===== config.mk =====
export PLATFORM = sky130hd
export DESIGN_NAME = spi_adc_scanner
export DESIGN_NICKNAME = d
export VERILOG_FILES = /design/src/rtl/spi_adc_pkg.sv /design/src/rtl/spi_tick_gen.sv /design/src/rtl/spi_adc_scanner.sv
export SDC_FILE = /design/constraint.sdc
export NUM_CORES = 1
export LEC_CHECK = 0
export ABC_AREA = 1
export CAP_MARGIN = 0
export CORE_MARGIN = 5
export CORE_UTILIZATION = 47
export CTS_CLUSTER_SIZE = 14
export DETAILED_ROUTE_END_ITERATION = 6
export PLACE_DENSITY = 0.75
export SLEW_MARGIN = 20
export SYNTH_ARGS = -nofsm -noshare
export SYNTH_HDL_FRONTEND = slang
export SYNTH_SLANG_ARGS = --single-unit

===== constraint.sdc =====
create_clock -name clk -period 2.4 [get_ports clk]
set_input_delay 0.48 -clock clk [delete_from_list [all_inputs] [get_ports clk]]
set_output_delay 0.48 -clock clk [all_outputs]
set_load 0.005 [all_outputs]

===== src/rtl/spi_adc_pkg.sv =====
`default_nettype none
// ============================================================================
// Module      : spi_adc_pkg
// Description : Shared FSM state encoding and address-width helper for the
//               SPI ADC channel scanner.
// Revision    : 1.0 - initial release
// ============================================================================
package spi_adc_pkg;

    typedef enum logic [2:0] {
        ST_IDLE     = 3'd0,
        ST_CS_SETUP = 3'd1,
        ST_SHIFT    = 3'd2,
        ST_CS_HOLD  = 3'd3,
        ST_GAP      = 3'd4
    } state_e;

    // A single-channel scanner still carries a one-bit (always zero) address.
    function automatic int addr_w_f(input int n_ch);
        return (n_ch > 1) ? $clog2(n_ch) : 1;
    endfunction

endpackage
`default_nettype wire


===== src/rtl/spi_tick_gen.sv =====
`default_nettype none
// ============================================================================
// Module      : spi_tick_gen
// Description : SCK half-period timer; pulses tick_o every CLK_DIV enabled
//               cycles and restarts from zero whenever the scanner changes state.
// Revision    : 1.0 - initial release
// ============================================================================
module spi_tick_gen #(
    parameter int CLK_DIV = 4
) (
    input  logic clk,
    input  logic rst_n,
    input  logic en_i,
    input  logic restart_i,
    output logic tick_o
);

    localparam int               CNT_W   = (CLK_DIV > 1) ? $clog2(CLK_DIV) : 1;
    localparam logic [CNT_W-1:0] CNT_MAX = CNT_W'(CLK_DIV - 1);

    logic [CNT_W-1:0] cnt_q;
    logic [CNT_W-1:0] cnt_d;

    assign tick_o = en_i && (cnt_q == CNT_MAX);

    always_comb begin
        cnt_d = cnt_q + CNT_W'(1);
        if (!en_i || restart_i || tick_o) begin
            cnt_d = '0;
        end
    end

    always_ff @(posedge clk or negedge rst_n) begin
        if (!rst_n) begin
            cnt_q <= '0;
        end else begin
            cnt_q <= cnt_d;
        end
    end

endmodule
`default_nettype wire


===== src/rtl/spi_adc_scanner.sv =====
`default_nettype none
// ============================================================================
// Module      : spi_adc_scanner
// Description : SPI mode-0 master that scans the enabled ADC channels, one
//               CS-low frame per channel, and reports each captured result.
// Revision    : 1.0 - initial release
// ============================================================================
module spi_adc_scanner
    import spi_adc_pkg::*;
#(
    parameter  int DATA_W     = 12,
    parameter  int N_CH       = 4,
    parameter  int FRAME_BITS = 16,
    parameter  int CLK_DIV    = 4,
    localparam int ADDR_W     = addr_w_f(N_CH)
) (
    input  logic              clk,
    input  logic              rst_n,
    input  logic              start,
    input  logic              cont,
    input  logic [N_CH-1:0]   ch_mask,
    input  logic              MISO,
    output logic              MOSI,
    output logic              SCK,
    output logic              CS,
    output logic [DATA_W-1:0] ch_data,
    output logic [ADDR_W-1:0] ch_idx,
    output logic              data_valid,
    output logic              scan_done,
    output logic              busy
);

    localparam int               BIT_W   = $clog2(FRAME_BITS);
    localparam logic [BIT_W-1:0] BIT_MAX = BIT_W'(FRAME_BITS - 1);

    generate
        if (FRAME_BITS < DATA_W + ADDR_W) begin : g_frame_check
            $error("FRAME_BITS cannot hold the channel address plus the result");
        end
        if (CLK_DIV < 1) begin : g_div_check
            $error("CLK_DIV must be at least 1");
        end
    endgenerate

    state_e                state_q, state_d;
    logic [N_CH-1:0]       mask_q, mask_d;
    logic [ADDR_W-1:0]     ch_q, ch_d;
    logic [BIT_W-1:0]      bit_q, bit_d;
    logic                  sck_q, sck_d;
    logic                  cs_q, cs_d;
    logic [FRAME_BITS-1:0] tx_q, tx_d;
    logic [DATA_W-1:0]     rx_q, rx_d;
    logic [DATA_W-1:0]     data_q, data_d;
    logic [ADDR_W-1:0]     idx_q, idx_d;
    logic                  valid_q, valid_d;
    logic                  done_q, done_d;

    logic                  tick;
    logic [ADDR_W-1:0]     first_ch;
    logic [ADDR_W-1:0]     next_ch;
    logic                  next_found;

    function automatic logic [FRAME_BITS-1:0] frame_of(input logic [ADDR_W-1:0] ch);
        logic [FRAME_BITS-1:0] f;
        f = '0;
        f[FRAME_BITS-1 -: ADDR_W] = ch;
        return f;
    endfunction

    spi_tick_gen #(
        .CLK_DIV (CLK_DIV)
    ) u_tick (
        .clk       (clk),
        .rst_n     (rst_n),
        .en_i      (state_q != ST_IDLE),
        .restart_i (state_d != state_q),
        .tick_o    (tick)
    );

    // Lowest enabled channel of the live mask (used when a scan (re)starts).
    always_comb begin
        first_ch = '0;
        for (int i = N_CH - 1; i >= 0; i--) begin
            if (ch_mask[i]) first_ch = ADDR_W'(i);
        end
    end

    // Next enabled channel above the current one, from the latched mask.
    always_comb begin
        next_ch    = '0;
        next_found = 1'b0;
        for (int i = N_CH - 1; i >= 0; i--) begin
            if (mask_q[i] && (i > int'(ch_q))) begin
                next_ch    = ADDR_W'(i);
                next_found = 1'b1;
            end
        end
    end

    always_comb begin
        state_d = state_q;
        mask_d  = mask_q;
        ch_d    = ch_q;
        bit_d   = bit_q;
        sck_d   = sck_q;
        cs_d    = cs_q;
        tx_d    = tx_q;
        rx_d    = rx_q;
        data_d  = data_q;
        idx_d   = idx_q;
        valid_d = 1'b0;
        done_d  = 1'b0;

        case (state_q)
            ST_IDLE: begin
                if (start && (|ch_mask)) begin
                    mask_d  = ch_mask;
                    ch_d    = first_ch;
                    tx_d    = frame_of(first_ch);
                    bit_d   = BIT_MAX;
                    cs_d    = 1'b0;
                    state_d = ST_CS_SETUP;
                end
            end
            ST_CS_SETUP: begin
                if (tick) state_d = ST_SHIFT;
            end
            ST_SHIFT: begin
                if (tick) begin
                    if (!sck_q) begin
                        sck_d = 1'b1;
                        rx_d  = (rx_q << 1) | DATA_W'(MISO);
                    end else begin
                        sck_d = 1'b0;
                        if (bit_q == '0) begin
                            state_d = ST_CS_HOLD;
                        end else begin
                            bit_d = bit_q - BIT_W'(1);
                            tx_d  = tx_q << 1;
                        end
                    end
                end
            end
            ST_CS_HOLD: begin
                if (tick) begin
                    cs_d    = 1'b1;
                    data_d  = rx_q;
                    idx_d   = ch_q;
                    valid_d = 1'b1;
                    done_d  = !next_found;
                    tx_d    = '0;
                    state_d = ST_GAP;
                end
            end
            ST_GAP: begin
                if (tick) begin
                    if (next_found) begin
                        ch_d    = next_ch;
                        tx_d    = frame_of(next_ch);
                        bit_d   = BIT_MAX;
                        cs_d    = 1'b0;
                        state_d = ST_CS_SETUP;
                    end else if (cont && (|ch_mask)) begin
                        mask_d  = ch_mask;
                        ch_d    = first_ch;
                        tx_d    = frame_of(first_ch);
                        bit_d   = BIT_MAX;
                        cs_d    = 1'b0;
                        state_d = ST_CS_SETUP;
                    end else begin
                        state_d = ST_IDLE;
                    end
                end
            end
            default: state_d = ST_IDLE;
        endcase
    end

    always_ff @(posedge clk or negedge rst_n) begin
        if (!rst_n) begin
            state_q <= ST_IDLE;
            mask_q  <= '0;
            ch_q    <= '0;
            bit_q   <= '0;
            sck_q   <= 1'b0;
            cs_q    <= 1'b1;
            tx_q    <= '0;
            rx_q    <= '0;
            data_q  <= '0;
            idx_q   <= '0;
            valid_q <= 1'b0;
            done_q  <= 1'b0;
        end else begin
            state_q <= state_d;
            mask_q  <= mask_d;
            ch_q    <= ch_d;
            bit_q   <= bit_d;
            sck_q   <= sck_d;
            cs_q    <= cs_d;
            tx_q    <= tx_d;
            rx_q    <= rx_d;
            data_q  <= data_d;
            idx_q   <= idx_d;
            valid_q <= valid_d;
            done_q  <= done_d;
        end
    end

    assign MOSI       = tx_q[FRAME_BITS-1];
    assign SCK        = sck_q;
    assign CS         = cs_q;
    assign ch_data    = data_q;
    assign ch_idx     = idx_q;
    assign data_valid = valid_q;
    assign scan_done  = done_q;
    assign busy       = (state_q != ST_IDLE);

endmodule
`default_nettype wire


==> impl_metrics.csv <==
group,metric,value,unit
run_status,outcome,"finished, final reports clean",
logic_synthesis,netlist.area_leader.share,0.533,
final_layout,areaGrowthSynthToFinish,20.1,%
global_routing,grt_busiest_layer,"met2",
sta,fmax,0.499,GHz
logic_synthesis,async_reset_ff_frac,1.00,
sta,hold_viol,0,
global_routing,grtUsageMet3,0.0398,
floorplanning,start_util,0.485,
logic_synthesis,ys_top_cells_by_count,"nand2_1 (83), dfrtp_1 (45), inv_1 (30)",
clock_network,cts_setup_buffers,0,
logic_synthesis,synth_cells,263,
global_routing,grt_pass1_vias,1658,
logic_synthesis,synth-seq-cells,46,
clock_network,clkLatencyLatePin,0.31,ns
floorplanning,fp.dieArea,5940,um^2
route,viasPerCell,4.88,
place,place.gp.congestion,0.870,
place,place_area,2450,um^2
final_layout,drive_gt1_frac,0.0912,
floorplanning,core,4350,um^2
logic_synthesis,syn_area,2110,um^2
logic_synthesis,ys_seq_area_frac,0.545,
critical_path,cp.arrival,1.52,ns
sta,setup_viol,0,
logic_synthesis,yosysWarnings,0,
logic_synthesis,synth_fa_ha_area_frac,0.0118,
pwr,comb_power_share,0.372,
logic_synthesis,synthMuxAreaShare,0,
pwr,switching_share,0.383,
logic_synthesis,yosys.cell_count.top_type,"nand2_1",
sta,setup_ws,0.397,ns
clock_network,hold_buffers,0,
critical_path,path_buf_inv,1,
final_layout,nets,306,
critical_path,critPathTopFamily,"buffers and inverters",
critical_path,worstPathCellList,"nor2_2, nand2_2, clkdlybuf4s50_1",
sta,rsz0062_at_grt,"no",
route,drtIter0Drc,98,
global_routing,grt_pass1_wl,7250,um
floorplanning,io_pins,29,
logic_synthesis,synth_xor_area_frac,0.00414,
sta,hold_slack,0.236,ns
global_routing,use_met2,0.231,
route,avgRoutedWirePerCell,11.7,um
clock_network,clock-root-buffer,"clkbuf_8",
clock_network,cts.clk_slew.worst_paths,0.10,ns
clock_network,cts_resized,0,
pwr,power.density,996,nW/um^2
logic_synthesis,ys.flop_type,"dfrtp_1",
logic_synthesis,synth-compound-area-share,0.100,
min_path,hold_path_class,"primary input to async pin",
logic_synthesis,synth-edff-count,0,
clock_network,htree_levels,2,
sta,clock_skew,0.0116,ns
critical_path,path_class,"flop to output port",
pwr,p_leak,1.24,nW
final_layout,final_util,0.583,
route,num_vias,1699,
pwr,ir_drop,0.000478,V
place,io_buffers,28,
global_routing,grt_usage,0.149,
clock_network,clock-sinks,46,
logic_synthesis,post-synth-top-area-cell,"dfrtp_1",
sta,slew_viol_final,0,
route,routed_wl,4080,um
floorplanning,rows,24,
sta,tns,0,ns
final_layout,nFillCells,387,
sta,post-route-min-period,2.00,ns
critical_path,required,1.92,ns
place,dp.cells,340,
final_layout,diodes,0,
pwr,clockPowerShare,0.192,
global_routing,antenna_found_initial,0,
logic_synthesis,syn_nets,274,
route,drc,0,
pwr,power,2.53,mW
floorplanning,die_w,77.1,um
critical_path,cp-start-kind,"flop",
job,cap_violations,0,
pwr,pwr-share-seq,0.436,
logic_synthesis,synthTopCellsByArea,"dfrtp_1 (53%), nand2_1 (15%), inv_1 (5.3%)",
pwr,switchingPower,0.969,mW
place,dpl.hpwl,3000,um
global_routing,gr-total-overflow,0,
critical_path,crit_path_max_fanout,4,
logic_synthesis,synth_top_family_by_area,"simple AND/OR/NAND/NOR gates",
clock_network,cts_made_buffers,5,
logic_synthesis,syn_area_per_cell,8.04,um^2
final_layout,instances_no_fill,348,
logic_synthesis,yosys.area_share.simple,0.266,
pwr,p_int,1.56,mW
critical_path,cpPeakStageDelay,0.46,ns
route,drtAntennaViolNets,0,
route,first_pass_iters,4,
clock_network,clock_path_buffers,2,
sta,maxSlewHeadroom,0.628,
critical_path,cp_slowest_cell,"clkdlybuf4s50_1",
floorplanning,die_h,77.1,um
clock_network,tritoncts,"yes",
final_layout,final_area,2540,um^2
global_routing,grt_max_degree,47,
global_routing,use_met1,0.199,
logic_synthesis,ys_types,22,
place,dp_slack,0.434,ns
critical_path,crit_path_end_kind,"output port",
sta,post-route-period-util,0.835,
sta,worstMarginPinSlew,0.557,ns
==> power by group through the flow <==
stage                     registers, mW  logic (mW)  clock network [mW]
after floorplan                    1.09       0.663                   0
after global placement             1.11       0.926                   0
after detailed placement           1.12       0.946                   0
after CTS                          1.10       0.948               0.496
after global routing               1.13        1.10               0.534
final                              1.10       0.940               0.485
==> worst paths after layout <==
check / startpoint / endpoint / slack (ns) / cells past startpoint
worst max-delay path: state_q[0] / busy / 0.40 / 3
worst min-delay path: rst_n / rx_q[6] / 0.24 / 2
worst max register to register: state_q[2] / ch_data[3] / 0.75 / 7
worst min register to register: u_tick.cnt_q[0] / u_tick.cnt_q[0] / 0.45 / 1
max in group asynchronous: rst_n / CS / 1.78 / 2
min in group clk: u_tick.cnt_q[0] / u_tick.cnt_q[0] / 0.45 / 1
==> placed cells by master (no fill, tap or decap) <==
cell / Yosys / routed
nand2_1: 83 / 83
dfrtp_1: 45 / 45
inv_1: 30 / 30
clkdlybuf4s50_1: 0 / 27
o21ai_0: 22 / 22
nor2_1: 18 / 18
nand3_1: 18 / 18
o21ai_1: 11 / 11
nor2_2: 5 / 5
inv_2: 5 / 5
a21oi_1: 5 / 5
clkbuf_8: 0 / 5
nand2_2: 4 / 4
a31oi_1: 2 / 2
nand4_1: 2 / 2
ha_1: 2 / 2
clkinvlp_4: 0 / 2
buf_4: 0 / 2
dfstp_2: 1 / 1
o221ai_1: 1 / 1
nor3_1: 1 / 1
nor2_4: 1 / 1
xnor2_1: 1 / 1
nand3b_1: 1 / 1
inv_6: 0 / 1
buf_2: 3 / 1
==> layer usage <==
metal | vias to the layer above | share of wire
met5 | - | 0
met1 | 761 | 0.49
met2 | 38 | 0.44
met3 | 8 | 0.054
li1 | 892 | -
met4 | 0 | 0.018
==> flip-flops by register name, indices dropped and copies added, names as in the netlist <==
register,count
CS,1
SCK,1
bit_q,4
ch_data,12
ch_idx,2
ch_q,2
data_valid,1
mask_q,3
rx_q,12
scan_done,1
state_q,3
tx_q,2
u_tick.cnt_q,2
==> layout make-up <==
cell class                 instances  area [um^2]  share of cell area
clock buffer                       5         68.8              0.0271
clock inverter                     3         23.8             0.00936
inverter                          35          131              0.0517
multi-input combinational        177          807               0.318
sequential                        46         1150               0.454
tap                               52         65.1              0.0256
timing repair buffer              30          290               0.114
==> logic make-up (layout without fill, tap and decap cells) <==
family	count (synthesis)	count (layout)
flip-flops	46	46
AO/OA/AOI/OAI	41	41
buffers and inverters	40	73
adder cells (fa/ha/maj)	2	2
AND/OR/NAND/NOR	133	133
XOR/XNOR	1	1
(Power assumes the default switching activity.)
